## src/rtl/regfile_wb_arbiter.sv

```systemverilog
// Write-back controller for the 8x8 register file.
// Arbitrates NREQ write requesters onto the single write port and keeps a
// per-register busy scoreboard for RAW/WAW hazard detection at decode.
// Optional build macro WB_ARB_FIXED_PRIO_EN: fixed priority (lowest index wins)
// instead of round-robin; scoreboard and output stage are unchanged.
module regfile_wb_arbiter #(
  parameter int unsigned NREQ = 2,
  parameter int unsigned NREG = 8,
  parameter int unsigned DW   = 8
) (
  input  logic                 clk,
  input  logic                 rst_n,
  input  logic [NREQ-1:0]      req_valid,
  input  logic [3*NREQ-1:0]    req_rd,
  input  logic [DW*NREQ-1:0]   req_data,
  output logic [NREQ-1:0]      req_ready,
  output logic                 rf_we,
  output logic [2:0]           rf_rd,
  output logic [DW-1:0]        rf_data,
  input  logic                 rsv_valid,
  input  logic [2:0]           rsv_rd,
  output logic                 rsv_ready,
  input  logic [2:0]           chk_rs1,
  input  logic [2:0]           chk_rs2,
  output logic                 hazard,
  output logic [NREG-1:0]      busy_mask,
  output logic                 err_unreserved
);

  localparam int unsigned IDXW = 3;
  localparam int unsigned PTRW = (NREQ > 2) ? 2 : 1;

  logic [PTRW-1:0] rr_ptr;
  logic [NREQ-1:0] grant_c;
  logic [PTRW-1:0] gidx_c;
  logic            acc_c;

  logic            rf_we_q, rf_we_d;
  logic [IDXW-1:0] rf_rd_q, rf_rd_d;
  logic [DW-1:0]   rf_data_q, rf_data_d;
  logic [NREG-1:0] busy_q, busy_d;
  logic            err_q, err_d;

`ifdef WB_ARB_FIXED_PRIO_EN
  // Fixed priority: search always starts at requester 0.
  assign rr_ptr = '0;
`else
  logic [PTRW-1:0] rr_ptr_q, rr_ptr_d;

  // Round-robin pointer moves just past the requester that was accepted.
  always_comb begin
    rr_ptr_d = rr_ptr_q;
    if (acc_c) begin
      rr_ptr_d = (gidx_c == PTRW'(NREQ - 1)) ? '0 : gidx_c + 1'b1;
    end
  end

  // Round-robin pointer register.
  always_ff @(posedge clk or negedge rst_n) begin
    if (!rst_n) rr_ptr_q <= '0;
    else        rr_ptr_q <= rr_ptr_d;
  end

  assign rr_ptr = rr_ptr_q;
`endif

  // Grant the first valid requester searching upward from rr_ptr, wrapping.
  always_comb begin
    grant_c = '0;
    gidx_c  = '0;
    acc_c   = 1'b0;
    for (int k = 0; k < int'(NREQ); k++) begin
      if (!acc_c && req_valid[(int'(rr_ptr) + k) % int'(NREQ)]) begin
        acc_c  = 1'b1;
        gidx_c = PTRW'((int'(rr_ptr) + k) % int'(NREQ));
      end
    end
    if (acc_c) grant_c[gidx_c] = 1'b1;
  end

  assign req_ready = grant_c;
  assign rsv_ready = ~busy_q[rsv_rd];
  assign hazard    = busy_q[chk_rs1] | busy_q[chk_rs2];

  // Capture the accepted write; update scoreboard with set winning over clear.
  always_comb begin
    rf_we_d   = acc_c;
    rf_rd_d   = rf_rd_q;
    rf_data_d = rf_data_q;
    if (acc_c) begin
      rf_rd_d   = req_rd[int'(gidx_c) * int'(IDXW) +: IDXW];
      rf_data_d = req_data[int'(gidx_c) * int'(DW) +: DW];
    end
    busy_d = busy_q;
    if (rf_we_q) busy_d[rf_rd_q] = 1'b0;
    if (rsv_valid && rsv_ready) busy_d[rsv_rd] = 1'b1;
    err_d = err_q | (rf_we_q & ~busy_q[rf_rd_q]);
  end

  // Output stage, scoreboard and sticky error registers.
  always_ff @(posedge clk or negedge rst_n) begin
    if (!rst_n) begin
      rf_we_q   <= 1'b0;
      rf_rd_q   <= '0;
      rf_data_q <= '0;
      busy_q    <= '0;
      err_q     <= 1'b0;
    end else begin
      rf_we_q   <= rf_we_d;
      rf_rd_q   <= rf_rd_d;
      rf_data_q <= rf_data_d;
      busy_q    <= busy_d;
      err_q     <= err_d;
    end
  end

  assign rf_we          = rf_we_q;
  assign rf_rd          = rf_rd_q;
  assign rf_data        = rf_data_q;
  assign busy_mask      = busy_q;
  assign err_unreserved = err_q;

endmodule
```

## config.mk

```make
export PLATFORM = sky130hd
export DESIGN_NAME = regfile_wb_arbiter
export DESIGN_NICKNAME = d
export VERILOG_FILES = /design/src/rtl/regfile_wb_arbiter.sv
export SDC_FILE = /design/constraint.sdc
export NUM_CORES = 1
export LEC_CHECK = 0
export CAP_MARGIN = 20
export CORE_MARGIN = 2
export CORE_UTILIZATION = 36
export DETAILED_ROUTE_END_ITERATION = 8
export GPL_TIMING_DRIVEN = 0
export PLACE_DENSITY_LB_ADDON = 0.1
export SLEW_MARGIN = 10
export SYNTH_ARGS = -nofsm -noshare
export SYNTH_HDL_FRONTEND = slang
export SYNTH_SLANG_ARGS = --single-unit
```

## constraint.sdc

```tcl
create_clock -name clk -period 1.5 [get_ports clk]
set_clock_uncertainty 0.15 [all_clocks]
set_input_delay 0.3 -clock clk [delete_from_list [all_inputs] [get_ports clk]]
set_output_delay 0.3 -clock clk [all_outputs]
set_load 0.01 [all_outputs]
```

== Word level (Yosys, flattened, before mapping) ==
Index checks and enable logic that the tools add are counted.

* Bitwise operators: 9
* Multipliers: 1
* Add/sub/neg operators: 2
* Magnitude comparators: 10
* Muxes and demuxes: 27
* Shifts and indexed selects: 2
* Reduce and logical (&&, ||, !) cells: 6

{| class="wikitable"
|+ Operators with widths
! cell !! number
|-
| $mux W1 || 17
|-
| $lt A3 B4 Y1 const B || 4
|-
| $mux W8 || 2
|-
| $shiftx A16 B5 Y8 || 1
|-
| $bmux W1 S3 || 4
|-
| $and A8 B8 Y8 || 1
|-
| $not A8 Y8 || 1
|-
| $or A8 B8 Y8 || 1
|-
| $demux W1 S3 || 2
|-
| $ge A3 B1 Y1 const B || 2
|-
| $shiftx A6 B4 Y3 || 1
|-
| $logic_and A1 B1 Y1 || 5
|-
| $lt A1 B2 Y1 const B || 2
|-
| $lt A2 B3 Y1 const B || 1
|-
| $mul A1 B2 Y3 const B || 1
|-
| $add A1 B1 Y1 const B || 2
|-
| $mux W2 || 1
|-
| $not A1 Y1 || 2
|-
| $or A1 B1 Y1 || 2
|-
| $and A1 B1 Y1 || 1
|-
| $and A1 B1 Y1 const A || 1
|-
| $demux W1 S1 || 1
|-
| $ge A1 B1 Y1 const B || 1
|-
| $logic_not A1 Y1 || 1
|}

* Word-level logic and storage cells: 63
* Flip-flop bits (word level): 22
* Input port bits: 36

== Longest topological paths before layout ==
* Depth in word-level cells: 12
* Depth in mapped cells: 5

== Worst setup path before layout ==
No wires, ideal clock.

* Kind: reg2out
* Start point: reg busy_q[3], in the netlist busy_mask[3]
* End point: out rsv_ready
* Stages on the path, launching flop included: 3
* Slack: -0.094 ns
* Arrival time: 1.144 ns
* Buffers on the path: 0
* Path through: dfrtp_1 -> mux4_2 -> mux2i_1

* Cells in the longest elaborated chain, start to end: 3

{| class="wikitable"
|+ RTL lines
! item !! line !! RTL
|-
| start, declared || 41 || <nowiki>logic [NREG-1:0] busy_q, busy_d;</nowiki>
|-
| start signal, assigned || 112 || <nowiki>busy_q <= busy_d;</nowiki>
|-
| $bmux W1 S3 || 82 || <nowiki>assign rsv_ready = ~busy_q[rsv_rd];</nowiki>
|-
| $mux W1 (not written as such) || 82 ||
|-
| $not A1 Y1 || 82 ||
|-
| end, declared || 22 || <nowiki>output logic rsv_ready,</nowiki>
|}

Every way passes these cells. The select of a mux whose other input is x is not followed.

== Worst setup path in the final report ==
* Start point: reg busy_q[7], in the netlist busy_mask[7]
* End point: out rsv_ready

Same word-level chain as after synthesis.

==> insert_results.sql <==
INSERT INTO impl_metrics (metric_group, metric, value, unit) VALUES
('outcome', 'result_of_the_run', 'finished with violations', ''),
('outcome', 'violations', 'negative setup slack', ''),
('place', 'detailedPlacementHpwl', '2660', 'um'),
('die', 'initial_utilization', '38.1', '%'),
('cts', 'tritoncts.num_buffers', '3', ''),
('die', 'die_x', '63.6', 'um'),
('power_and_ir_drop', 'finalPower', '2850', 'uW'),
('yosys', 'synth-warning-count', '0', ''),
('cts', 'tritoncts', 'done', ''),
('cells_and_area', 'postLayoutCellArea', '2170', 'um^2'),
('yosys', 'post-synth-top-count-cell', 'dfrtp_1', ''),
('power_and_ir_drop', 'static-leakage-power', '0.000910', 'uW'),
('cells_and_area', 'area_delta_synth_final', '69.6', '%'),
('detailed_routing', 'first_pass_iteration_count_of_the_detailed_router', '4', ''),
('sta', 'setup_repair_after_global_routing_missed_its_margin', 'true', ''),
('place', 'dpl-instance-area', '1930', 'um^2'),
('yosys', 'synthTopCellsByCount', 'dfrtp_1, a31oi_1, nor2_1, nand3_1, o21ai_1', ''),
('global_routing', 'global_route.usage.met3', '5.00', '%'),
('worst_hold_path', 'worst_hold_path_type', 'in2reg', ''),
('sta', 'finalMaxSlewViolations', '0', ''),
('global_routing', 'grt_first_pass_wirelength', '6560', 'um'),
('yosys', 'synth_edf_count', '0', ''),
('worst_setup_path', 'timing.rr.end', 'err_unreserved', ''),
('global_routing', 'grt_start_max_net_pins', '23', ''),
('cts', 'clock_sink_count', '22', ''),
('global_routing', 'antenna_found_initial', '0', ''),
('worst_setup_path', 'critical_path_peak_fanout', '3', ''),
('global_routing', 'grtUsageTotal', '20.9', '%'),
('die', 'fp.dieArea', '4050', 'um^2'),
('sta', 'hold_viol', '0', ''),
('yosys', 'synth-async-reset-ratio', '100', '%'),
('detailed_routing', 'route.vias.total', '1419', ''),
('yosys', 'synth.cell_area', '1280', 'um^2'),
('cells_and_area', 'fill_cells', '299', ''),
('cts', 'clk_transition_reported_paths', '0.12', 'ns'),
('yosys', 'postSynthNetCount', '166', ''),
('yosys', 'synthDominantCellAreaShare', '43.0', '%'),
('yosys', 'ys_types', '21', ''),
('sta', 'max_slew.worst_pin.slew', '0.482', 'ns'),
('worst_setup_path', 'setup.reg_to_reg.worst_slack', '-0.03', 'ns'),
('detailed_routing', 'ant_nets', '0', ''),
('detailed_routing', 'via_density_per_instance', '5.50', ''),
('worst_setup_path', 'crit_path_start_kind', 'flop', ''),
('place', 'finalWeightedCongestion', '0.865', ''),
('worst_setup_path', 'crit-reg2reg-launch', 'busy_mask[7]', ''),
('cts', 'cts-hold-fix-buffers', '0', ''),
('cells_and_area', 'drive_above_1_share', '31.6', '%'),
('cells_and_area', 'n_antenna_cell', '0', ''),
('global_routing', 'grt_util_met1', '29.3', '%'),
('cts', 'cts_root_buf', 'clkbuf_4', ''),
('job', 'drv_cap', '0', ''),
('die', 'std_cell_rows', '21', ''),
('detailed_routing', 'routed_wire_length_per_instance', '15.5', 'um'),
('global_routing', 'grt_pass1_vias', '1359', ''),
('yosys', 'synthesis.instances', '130', ''),
('die', 'placeableCoreArea', '3360', 'um^2'),
('detailed_routing', 'first_iter_violations', '73', ''),
('worst_setup_path', 'worst-endpoint-arrival', '1.64', 'ns'),
('worst_setup_path', 'worstSetupStartpoint', 'busy_mask[7]', ''),
('sta', 'worst_slack', '-0.591', 'ns'),
('yosys', 'synthesis.area_per_instance', '9.85', 'um^2'),
('cts', 'clock_tree.htree_level_count', '1', ''),
('cells_and_area', 'finish.net_count', '249', ''),
('power_and_ir_drop', 'max-vdd-ir-drop', '931', 'uV'),
('sta', 'final_setup_fails', '8', ''),
('yosys', 'synth.area.top_cells', 'dfrtp_1, mux4_2, a31oi_1', ''),
('detailed_routing', 'drc', '0', ''),
('worst_setup_path', 'worstPathRequired', '1.05', 'ns'),
('yosys', 'dominant_synthesized_flop_cell', 'dfrtp_1', ''),
('sta', 'timing.final.crit_period', '2.09', 'ns'),
('place', 'placement.io_buffers', '58', '');
==> per-stage QoR <==
step / utilization [%] / setup TNS [ns] / cells
final: 64.5 / -1.59 / 258
after global routing: 64.5 / -2.18 / 258
after CTS: 62.8 / -1.77 / 255
after detailed placement: 57.3 / -11.67 / 234
after global placement: 57.3 / -11.05 / 234
after floorplan: - / -0.139 / 130
==> registers in the layout, summed over array words and instances (netlist names) <==
name	count
err_unreserved	1
rf_data	8
rf_rd	3
busy_mask	8
rf_we	1
rr_ptr	1
==> layer usage <==
metal  wire (um)  up-vias
li1            -      661
met3         249        9
met2        1950       51
met1        1730      698
met5           0        -
met4          68        0
==> critical path, stage by stage (launching register included) <==
cell and delay (ns):
dfrtp_2 0.45, buf_6 0.13, mux4_2 0.46, mux2i_2 0.14, buf_2 0.15
==> layout make-up <==
class | instances | area, um^2 | area share [%]
Inverter | 4 | 17.5 | 0.807
Multi-Input combinational cell | 93 | 674 | 31.1
Clock buffer | 4 | 36.3 | 1.67
Buffer | 9 | 60.1 | 2.77
Sequential cell | 22 | 562 | 25.9
Tap cell | 46 | 57.6 | 2.65
Timing Repair Buffer | 80 | 763 | 35.2
==> worst min-delay path by stage <==
stage                              start             end  slack, ns  cells past startpoint
after floorplan                    rst_n    busy_mask[0]      -0.15                      0
after global placement    err_unreserved  err_unreserved       0.32                      2
after detailed placement  err_unreserved  err_unreserved       0.33                      2
after CTS                      rsv_rd[0]    busy_mask[3]       0.08                      3
after global routing           rsv_rd[0]    busy_mask[3]       0.07                      3
final                          rsv_rd[0]    busy_mask[3]        0.1                      3
==> cells in the final DEF (no fill, tap or decap), types with 9 or more instances in the layout <==
cell | synthesis | layout
clkdlybuf4s50_1 | 0 | 29
buf_6 | 2 | 21
a31oi_1 | 20 | 20
nor2_1 | 16 | 15
dlygate4sd2_1 | 0 | 14
dfrtp_1 | 22 | 13
nand3_1 | 12 | 12
o21ai_1 | 11 | 11
buf_4 | 0 | 11
dfrtp_2 | 0 | 9
==> logic make-up (layout without fill, tap and decap cells) <==
| logic type | count (synthesis) | count (layout) | share of synthesized area, % |
|---|---|---|---|
| AO/OA/AOI/OAI | 39 | 39 | 19.2 |
| flip-flops | 22 | 22 | 43.0 |
| multiplexers | 12 | 12 | 16.2 |
| buffers and inverters | 15 | 97 | 5.96 |
| AND/OR/NAND/NOR | 42 | 42 | 15.6 |
==> timing repair <==
item                                    in CTS  in global routing
gates resized for setup                     88                 15
endpoints found under the setup margin      25                 26
cloned                                       0                  0
hold endpoints to repair                     0                  0
pin swaps                                    2                  2
setup buffers                               18                  4
==> power breakdown <==
group | total [uW] | leakage [uW] | switching (uW) | internal, uW
Combinational | 1590 | 0.000646 | 625 | 968
Sequential | 924 | 0.000243 | 166 | 758
Clock | 333 | 0.0000210 | 184 | 148
Power figures use the tool's default switching activity.
